File: src/rtl/imem_fetch_arbiter.sv
// imem_fetch_arbiter
// Program-counter sequencer and port arbiter for a single-port, asynchronously
// read instruction memory shared between the CPU fetch path and a program loader.
// Optional feature macro: IMEM_BOUNDS_CHECK_EN (address/alignment fault check).
//
// state  | meaning
// -------+------------------------------------------------------------------
// S_LOAD | loader owns the port, no fetch; ld_done starts execution
// S_RUN  | fetching at pc; a loader write preempts the fetch for one cycle
// S_HALT | zero word fetched (or fault); pc frozen, loader may write/restart
module imem_fetch_arbiter #(
    parameter int ADDR_W = 32,
    parameter int DATA_W = 32,
    parameter int DEPTH = 32,
    parameter logic [ADDR_W-1:0] RESET_PC = '0
) (
    input  logic                       i_clk,
    input  logic                       i_reset,
    input  logic                       i_ld_valid,
    output logic                       o_ld_ready,
    input  logic [$clog2(DEPTH)-1:0]   i_ld_addr,
    input  logic [DATA_W-1:0]          i_ld_data,
    input  logic                       i_ld_done,
    input  logic                       i_cpu_stall,
    input  logic                       i_br_taken,
    input  logic [ADDR_W-1:0]          i_br_target,
    output logic [$clog2(DEPTH)-1:0]   o_mem_addr,
    output logic                       o_mem_we,
    output logic [DATA_W-1:0]          o_mem_wdata,
    input  logic [DATA_W-1:0]          i_mem_rdata,
    output logic [ADDR_W-1:0]          o_pc,
    output logic [DATA_W-1:0]          o_instr,
    output logic                       o_instr_valid,
    output logic                       o_halted,
    output logic                       o_fault,
    output logic [15:0]                o_fetch_cnt
);

    localparam int AW = $clog2(DEPTH);

    typedef enum logic [1:0] {
        S_LOAD = 2'd0,
        S_RUN  = 2'd1,
        S_HALT = 2'd2
    } state_t;

    state_t            r_state;
    state_t            w_state_nxt;
    logic [ADDR_W-1:0] r_pc;
    logic [ADDR_W-1:0] w_pc_nxt;
    logic [15:0]       r_fetch_cnt;
    logic [15:0]       w_fetch_cnt_nxt;
    logic              w_grant;
    logic              w_zero_word;
    logic [ADDR_W-1:0] w_seq_pc;
`ifdef IMEM_BOUNDS_CHECK_EN
    logic              r_fault;
    logic              w_fault_nxt;
    logic              w_bad_pc;
`endif

    // Fetch is granted only in RUN when the loader is not using the port.
    assign w_grant     = (r_state == S_RUN) && !i_ld_valid;
    assign w_zero_word = (i_mem_rdata == '0);
    assign w_seq_pc    = i_br_taken ? i_br_target : (r_pc + ADDR_W'(4));

`ifdef IMEM_BOUNDS_CHECK_EN
    assign w_bad_pc = ({1'b0, w_seq_pc} >= (ADDR_W + 1)'(DEPTH * 4)) ||
                      (i_br_taken && (i_br_target[1:0] != 2'b00));
    assign o_fault  = r_fault;
`else
    assign o_fault  = 1'b0;
`endif

    // Port mux: a pending loader write always takes the memory port.
    assign o_ld_ready    = !i_reset;
    assign o_mem_we      = !i_reset && i_ld_valid;
    assign o_mem_addr    = i_ld_valid ? i_ld_addr : r_pc[AW+1:2];
    assign o_mem_wdata   = i_ld_data;
    assign o_instr       = i_mem_rdata;
    assign o_instr_valid = !i_reset && w_grant && !w_zero_word;
    assign o_pc          = r_pc;
    assign o_halted      = (r_state == S_HALT);
    assign o_fetch_cnt   = r_fetch_cnt;

    // Next-state, next-pc and fetch counter decisions.
    always_comb begin
        w_state_nxt     = r_state;
        w_pc_nxt        = r_pc;
        w_fetch_cnt_nxt = r_fetch_cnt;
`ifdef IMEM_BOUNDS_CHECK_EN
        w_fault_nxt     = r_fault;
`endif
        case (r_state)
            S_LOAD, S_HALT: begin
                if (i_ld_done) begin
                    w_state_nxt     = S_RUN;
                    w_pc_nxt        = RESET_PC;
                    w_fetch_cnt_nxt = '0;
`ifdef IMEM_BOUNDS_CHECK_EN
                    w_fault_nxt     = 1'b0;
`endif
                end
            end
            S_RUN: begin
                if (w_grant) begin
                    if (w_zero_word) begin
                        w_state_nxt = S_HALT;
                    end else if (!i_cpu_stall) begin
                        if (r_fetch_cnt != 16'hFFFF) begin
                            w_fetch_cnt_nxt = r_fetch_cnt + 16'd1;
                        end
`ifdef IMEM_BOUNDS_CHECK_EN
                        if (w_bad_pc) begin
                            w_state_nxt = S_HALT;
                            w_fault_nxt = 1'b1;
                        end else begin
                            w_pc_nxt = w_seq_pc;
                        end
`else
                        w_pc_nxt = w_seq_pc;
`endif
                    end
                end
            end
            default: begin
                w_state_nxt = S_LOAD;
            end
        endcase
    end

    // State, pc and counter registers with synchronous reset.
    always_ff @(posedge i_clk) begin
        if (i_reset) begin
            r_state     <= S_LOAD;
            r_pc        <= RESET_PC;
            r_fetch_cnt <= '0;
`ifdef IMEM_BOUNDS_CHECK_EN
            r_fault     <= 1'b0;
`endif
        end else begin
            r_state     <= w_state_nxt;
            r_pc        <= w_pc_nxt;
            r_fetch_cnt <= w_fetch_cnt_nxt;
`ifdef IMEM_BOUNDS_CHECK_EN
            r_fault     <= w_fault_nxt;
`endif
        end
    end

endmodule

File: config.mk
export PLATFORM = sky130hd
export DESIGN_NAME = imem_fetch_arbiter
export DESIGN_NICKNAME = d
export VERILOG_FILES = /design/src/rtl/imem_fetch_arbiter.sv
export SDC_FILE = /design/constraint.sdc
export NUM_CORES = 1
export LEC_CHECK = 0
export ABC_AREA = 1
export CAP_MARGIN = 10
export CORE_AREA = 5 5 114 116
export CTS_CLUSTER_SIZE = 10
export DETAILED_ROUTE_END_ITERATION = 8
export DIE_AREA = 0 0 119 121
export PLACE_DENSITY_LB_ADDON = 0.05
export RECOVER_POWER = 50
export SETUP_SLACK_MARGIN = 0.15
export SLEW_MARGIN = 0
export SYNTH_ARGS = -nofsm -noshare
export SYNTH_HDL_FRONTEND = slang
export SYNTH_SLANG_ARGS = --single-unit
File: constraint.sdc
create_clock -name i_clk -period 1.5 [get_ports i_clk]
set_input_delay 0.15 -clock i_clk [delete_from_list [all_inputs] [get_ports i_clk]]
set_output_delay 0.15 -clock i_clk [all_outputs]
set_load 0.005 [all_outputs]
==> flow_metrics.py, run 1 <==
metrics = {
    "status": {
        "status": "complete, but fails checks",
        "violations": "negative setup slack",
    },
    "setup_path": {
        "cpPeakStageDelay_ps": 380,
        "rr_endpoint": "o_pc[10]",
        "ff2ff_setup_slack_ps": -30,
        "critPathArrivalTime_ps": 1760,
        "critPathKind": "register to register",
        "r2r_cells": 9,
        "timing.rr.start": "o_pc[2]",
        "crit_buf_inv": 2,
        "cp_top_family": "simple AND/OR/NAND/NOR gates",
        "endpoint_kind": "register",
        "worstPathMaxFanout": 4,
        "crit_required_ps": 1730,
        "path_cells": "ha_4 > nand3_4 > inv_2 > nand2_4 > buf_12 > or2_4 > a31oi_4 > nand2_1 > a21oi_1",
        "setup.worst_path.start_class": "register",
        "crit_slowest_cell": "dfxtp_4",
    },
    "placement": {
        "hpwl_um": 11800,
        "dpl.cell_count": 1038,
        "gp_congestion": 0.878,
        "io_buffers": 163,
    },
    "routing": {
        "drtIter0Drc": 324,
        "routed_wl_um": 16100,
        "drt_pass1_iterations": 5,
        "viasPerCell": 4.95,
        "via_count": 5326,
        "wl_per_cell_um": 15.0,
        "ant_nets": 0,
        "drc": 0,
    },
    "synthesis": {
        "yosys.cell_types.count": 33,
        "synth_area_leaders": "dfxtp_1 24%, nand2_1 23%, buf_4 12%",
        "synth.area.mux_share_pct": 0,
        "yosysTopAreaCellShare_pct": 24.0,
        "syn_avg_cell_area_um2": 5.79,
        "ys_ff_latch": 50,
        "synth_area_um2": 4160,
        "yosys_warnings": 0,
        "synthXorXnorAreaFrac_pct": 1.89,
        "syn_nets": 828,
        "synth_top_family_by_area": "simple AND/OR/NAND/NOR gates",
        "synth_edf_count": 0,
        "synth_compound_area_share_pct": 10.9,
        "synth_fa_ha_area_share_pct": 0.601,
        "async_reset_ff_share_pct": 0,
        "synth-main-ff-cell": "dfxtp_1",
        "yosysSeqAreaShare_pct": 24.0,
        "synth_simple_gate_area_share_pct": 43.3,
        "syn-instance-count": 719,
        "yosys.area.top_type": "dfxtp_1",
    },
    "finish": {
        "nFillCells": 1173,
        "multi_input_area_um2": 2800,
        "fin_nets": 1036,
        "area_growth_pct": 68.4,
        "final_cells": 1075,
        "antenna_cells": 0,
        "final_util_pct": 59.3,
        "drive_above_1_share_pct": 29.5,
        "seqCellArea_um2": 1090,
    },
    "floorplan": {
        "chipHeight_um": 121,
        "initial_core_util_pct": 35.2,
        "die_x_um": 119,
        "dieArea_um2": 14400,
        "ios": 229,
        "core_area_um2": 11800,
        "placementRows": 40,
    },
    "timing": {
        "hold_slack_ps": 300,
        "finalHoldViolations": 0,
        "setup-tns-final_ps": -117,
        "fmax_ghz": 0.654,
        "setup_viol": 11,
        "finalClockSkew_ps": 5.85,
        "fin_crit_ps": 1530,
        "rsz0062_at_grt": "yes",
        "slew_violations": 0,
        "final.setup.worst_slack_ps": -29.3,
        "finalCritPeriodShare_pct": 102,
    },
    "clock_tree": {
        "cts_tree": "done",
        "htreeDepth": 2,
        "cts-root-buf": "clkbuf_16",
        "clk_pin_slew_ps": 70,
        "clk_latency_ps": 300,
        "ctsLongestPathBuffers": 2,
        "cts_buffers": 5,
        "postCtsHoldBufs": 0,
        "clkSinkCount": 50,
    },
    "power_and_ir_drop": {
        "p_int_mw": 2.53,
        "p_leak_nw": 3.18,
        "p_comb_share_pct": 30.5,
        "seq_power_share_pct": 37.8,
        "pwr_density_cell_nw_per_um2": 524,
        "p_sw_mw": 1.14,
        "clkPwrFrac_pct": 31.7,
        "ir_worst_vdd_uv": 375,
        "p_sw_share_pct": 30.9,
    },
    "global_routing": {
        "grt_pass1_wl_um": 25000,
        "grtUsageTotal_pct": 20.8,
        "grt_overflow_total": 0,
        "grt_max_degree": 29,
        "grt_pass1_vias": 5131,
        "antenna_found_initial": 0,
    },
    "worst_hold_path": {
        "holdPathStages": 0,
        "holdCritPathClass": "primary input to output port",
        "hold_path_end": "o_mem_wdata[18]",
        "hp-start": "i_ld_data[18]",
    },
    "run": {
        "timing.max_cap.violations": 0,
    },
}
-- cell usage after synthesis (all sizes together) (2+ instances only) --
master and number:
nand2 257, nor2 106, buf 75, a21oi 53, dfxtp 50, inv 50
nand3 39, o21ai 25, nand4 23, clkbuf 12, xor2 8, nor3 4
a31oi 3, or2 3, and2 2, ha 2, o21bai 2
-- layer usage --
metal	track usage (%)	wire (µm)	vias to the layer above
met1	26.0	7230	2463
li1	-	-	2650
met3	4.10	892	22
met5	0	0	-
met4	5.00	167	0
met2	36.9	7850	191
-- power groups by stage --
stage | clock (mW) | combinational (mW) | sequential [mW]
finish | 1.16 | 1.12 | 1.39
global route | 1.24 | 1.21 | 1.39
global placement | 0 | 1.01 | 1.42
floorplan | 0 | 0.515 | 1.43
detailed placement | 0 | 1.02 | 1.42
CTS | 1.18 | 1.05 | 1.39
-- layout make-up --
class                      count  share of cell area (%)
multi-input combinational    534                    40.0
clock buffer                   5                    1.79
tap                          147                    2.62
inverter                      51                    2.87
timing repair buffer         285                    37.0
clock inverter                 3                   0.232
sequential                    50                    15.5
-- metrics by stage --
stage | setup WS, ps | power [mW] | cell area [µm²]
global placement | -508 | 2.43 | 6270
global route | -124 | 3.84 | 7010
detailed placement | -530 | 2.44 | 6270
finish | -29.3 | 3.67 | 7010
CTS | -31.4 | 3.62 | 6640
floorplan | 63.6 | 1.95 | 4290
-- placed cells by master (no fill, tap or decap), types with 4 or more instances in the layout --
cell,instances
buf_12,7
inv_1,43
nand4_4,4
clkbuf_16,6
inv_2,4
nand4_1,22
clkdlybuf4s50_1,52
dfxtp_1,7
a21oi_2,10
nand3_1,33
nand2_4,8
dfxtp_4,14
a21oi_1,42
nor3_1,4
buf_6,10
nor2_2,14
nand2_1,229
o21ai_1,6
dlymetal6s2s_1,8
dlygate4sd3_1,25
o21ai_2,5
nand3_4,4
buf_4,103
xor2_1,8
nor2_4,12
nor2_1,80
o21ai_0,13
clkdlybuf4s15_1,4
dfxtp_2,29
nand2_2,20
dlygate4sd2_1,66
buf_2,5
-- logic make-up (layout without fill, tap and decap cells) --
logic type | after synthesis | count (layout)
compound gates | 84 | 84
xor+xnor | 9 | 9
fa+ha+maj | 2 | 2
other cells | 1 | 1
simple gates | 435 | 438
buf+inv | 138 | 344
flops | 50 | 50
-- worst reg2reg max path: cells and delay by family (launching register included) --
| family | cells | cell delay (ps) |
|---|---|---|
| AND/OR/NAND/NOR | 4 | 460 |
| flip-flops | 1 | 380 |
| AO/OA/AOI/OAI | 2 | 260 |
| buffers and inverters | 2 | 210 |
| adder cells (fa/ha/maj) | 1 | 150 |
-- how the worst max path moves through the flow --
stage,from,endpoint,cells after the start
floorplan,o_fetch_cnt[5],o_fetch_cnt[10],7
global placement,i_mem_rdata[16],o_fetch_cnt[15],12
detailed placement,i_mem_rdata[16],o_fetch_cnt[15],12
CTS,r_state[0],o_fetch_cnt[13],9
global route,r_state[0],o_fetch_cnt[15],9
finish,o_pc[2],o_pc[10],9
-- state kept, by name, indices dropped and copies added, names as in the netlist --
signal / flops
r_state: 2
o_pc: 32
o_fetch_cnt: 16
-- what timing repair did --
action                     4_1_cts  5_1_grt
setup endpoints to repair      105       67
pin swaps                       21       48
buffers inserted                 9       16
gates resized for setup        171       85
gates cloned                     3        1
No activity file was read; power rests on OpenSTA's default activity.
==> run 2, diff against run 1 <==
--- a/config.mk
+++ b/config.mk
@@ -10,3 +10,2 @@
 export CORE_AREA = 5 5 114 116
-export CTS_CLUSTER_SIZE = 10
 export DETAILED_ROUTE_END_ITERATION = 8
--- a/constraint.sdc
+++ b/constraint.sdc
@@ -3,2 +3,2 @@
 set_output_delay 0.15 -clock i_clk [all_outputs]
-set_load 0.005 [all_outputs]
+set_load 0.05 [all_outputs]
==> run 2 against run 1 <==
Compared with the run above:
- the run still ends with negative setup slack left
- via count increased by 1.5%
- maximum frequency decreased by 9.2%
- worst hold slack about the same
- power increased by 25%
- die area unchanged
- sequential share of layout area decreased by 0.29 points
- count of clock-buffer cells in the layout increased by 2
- combinational power increased by 67%
- utilization increased by 4.2 points
- routed wire length increased by 5.4%
- critical path type unchanged
==> flow_metrics.py, run 2 (synthesis gave the netlist of run 1 again) <==
metrics = {
    "clock_tree": {
        "ctsLongestPathBuffers": 2,
        "clk_latency_ps": 300,
        "cts_buffers": 5,
        "cts_tree": "done",
        "cts-root-buf": "clkbuf_16",
        "clk_pin_slew_ps": 70,
        "clkSinkCount": 50,
        "htreeDepth": 2,
    },
    "timing": {
        "fin_crit_ps": 1680,
        "final.setup.worst_slack_ps": -184,
        "hold_slack_ps": 300,
        "finalClockSkew_ps": 6.94,
        "setup_viol": 47,
        "slew_violations": 0,
        "slew_headroom_pct": 57.0,
        "finalHoldViolations": 0,
        "worst_pin_slew_ps": 647,
        "rsz0062_at_grt": "yes",
        "fmax_ghz": 0.594,
        "finalCritPeriodShare_pct": 112,
    },
    "routing": {
        "drc": 0,
        "routed_wl_um": 17000,
        "via_count": 5405,
        "viasPerCell": 5.00,
        "drtIter0Drc": 295,
        "wl_per_cell_um": 15.8,
        "ant_nets": 0,
        "drt_pass1_iterations": 5,
    },
    "setup_path": {
        "setup.worst_path.start_class": "register",
        "endpoint_kind": "register",
        "rr_endpoint": "o_fetch_cnt[5]",
        "crit_end": "o_fetch_cnt[5]",
        "startpoint": "r_state[0]",
        "critPathArrivalTime_ps": 1910,
        "critPathKind": "register to register",
        "timing.rr.start": "r_state[0]",
        "r2r_cells": 10,
        "ff2ff_setup_slack_ps": -180,
        "worstPathMaxFanout": 5,
        "crit_required_ps": 1730,
    },
    "floorplan": {
        "ios": 229,
        "initial_core_util_pct": 35.2,
        "core_area_um2": 11800,
        "chipHeight_um": 121,
        "die_x_um": 119,
        "dieArea_um2": 14400,
        "placementRows": 40,
    },
    "global_routing": {
        "grt_overflow_total": 0,
        "grt_max_degree": 20,
        "grtUsageTotal_pct": 22.5,
        "antenna_found_initial": 0,
        "grt_pass1_vias": 5204,
        "grt_pass1_wl_um": 26500,
    },
    "finish": {
        "final_util_pct": 63.5,
        "area_growth_pct": 80.2,
        "fin_nets": 1041,
        "antenna_cells": 0,
        "nFillCells": 1033,
        "most-common-layout-cells": "196 x nand2_1, 136 x buf_4, 78 x nor2_1",
        "largest_register_ffs": 32,
        "layout_commonest_cell": "nand2_1",
        "drive_above_1_share_pct": 42.2,
    },
    "power_and_ir_drop": {
        "pwr_density_cell_nw_per_um2": 614,
        "ir_worst_vdd_uv": 390,
        "finalPower_mw": 4.60,
        "p_leak_nw": 3.19,
    },
    "status": {
        "status": "complete, but fails checks",
        "violations": "negative setup slack",
    },
    "placement": {
        "io_buffers": 163,
        "gp_congestion": 0.885,
        "hpwl_um": 12100,
    },
    "run": {
        "timing.max_cap.violations": 0,
    },
    "worst_hold_path": {
        "holdCritPathClass": "primary input to output port",
    },
}
-- run 2: cell types whose count changed in the layout (fill, tap and decap cells not counted), sizes merged, moves of 2 or more --
cell	delta
dlygate4sd3	-25
dlymetal6s2s	-7
dlygate4sd2	-34
clkdlybuf4s15	-4
clkbuf	+27
clkdlybuf4s50	-12
buf	+63
clkinv	-2
-- run 2: stage by stage --
step | std cells | instance area [µm²] | worst slack, ps | setup TNS (ps)
6_report | 1080 | 7500 | -184 | -4960
3_3_place_gp | 1026 | 6660 | -401 | -18280
2_1_floorplan | 719 | 4510 | -36.3 | -349
4_1_cts | 1065 | 7610 | -166 | -3730
3_5_place_dp | 1026 | 6660 | -459 | -20940
5_1_grt | 1080 | 7500 | -254 | -8590
-- run 2: area by class of cell --
type                    instances  area (µm²)  area share [%]
clock buffers                   7         143            1.90
clock inverters                 1        30.0           0.400
inverters                      51         206            2.75
multi-input cells             534        3070            40.9
flip-flops and latches         50        1140            15.3
well taps                     147         184            2.45
repair buffers                290        2730            36.3
-- run 2: report_power, final --
group	total, mW	internal [mW]	switching (mW)
clock network	1.36	0.835	0.527
registers	1.37	1.32	0.0559
logic	1.87	0.858	1.01
total	4.60	3.01	1.59
-- run 2: what timing repair did --
item	in CTS	in global routing
setup endpoints to repair	53	57
buffers inserted	21	15
hold buffers	0	0
resized for setup	145	58
pin swaps	54	43
cloned	10	0
-- run 2: worst min-delay path by stage --
stage                          startpoint  cells after the start         endpoint
after floorplan           i_br_target[30]                      4         o_pc[30]
after global placement      i_ld_data[22]                      0  o_mem_wdata[22]
after detailed placement    i_ld_data[22]                      0  o_mem_wdata[22]
after CTS                   i_ld_data[22]                      0  o_mem_wdata[22]
after global routing        i_ld_data[13]                      0  o_mem_wdata[13]
final                       i_ld_data[21]                      0  o_mem_wdata[21]
-- run 2: layer usage --
metal,routed length [µm],global-route usage [%]
met5,0,0
met3,946,3.82
met1,6670,26.1
met4,502,7.60
met2,8900,41.6
-- run 2: critical path, stage by stage (launching register included) --
cell and delay [ps]:
dfxtp_4 360, inv_4 40, nor2_4 130, buf_6 110, buf_4 110, nand3_2 90
nor2_4 160, nand3_4 170, nand4_4 230, nand2_2 80, a21oi_2 130
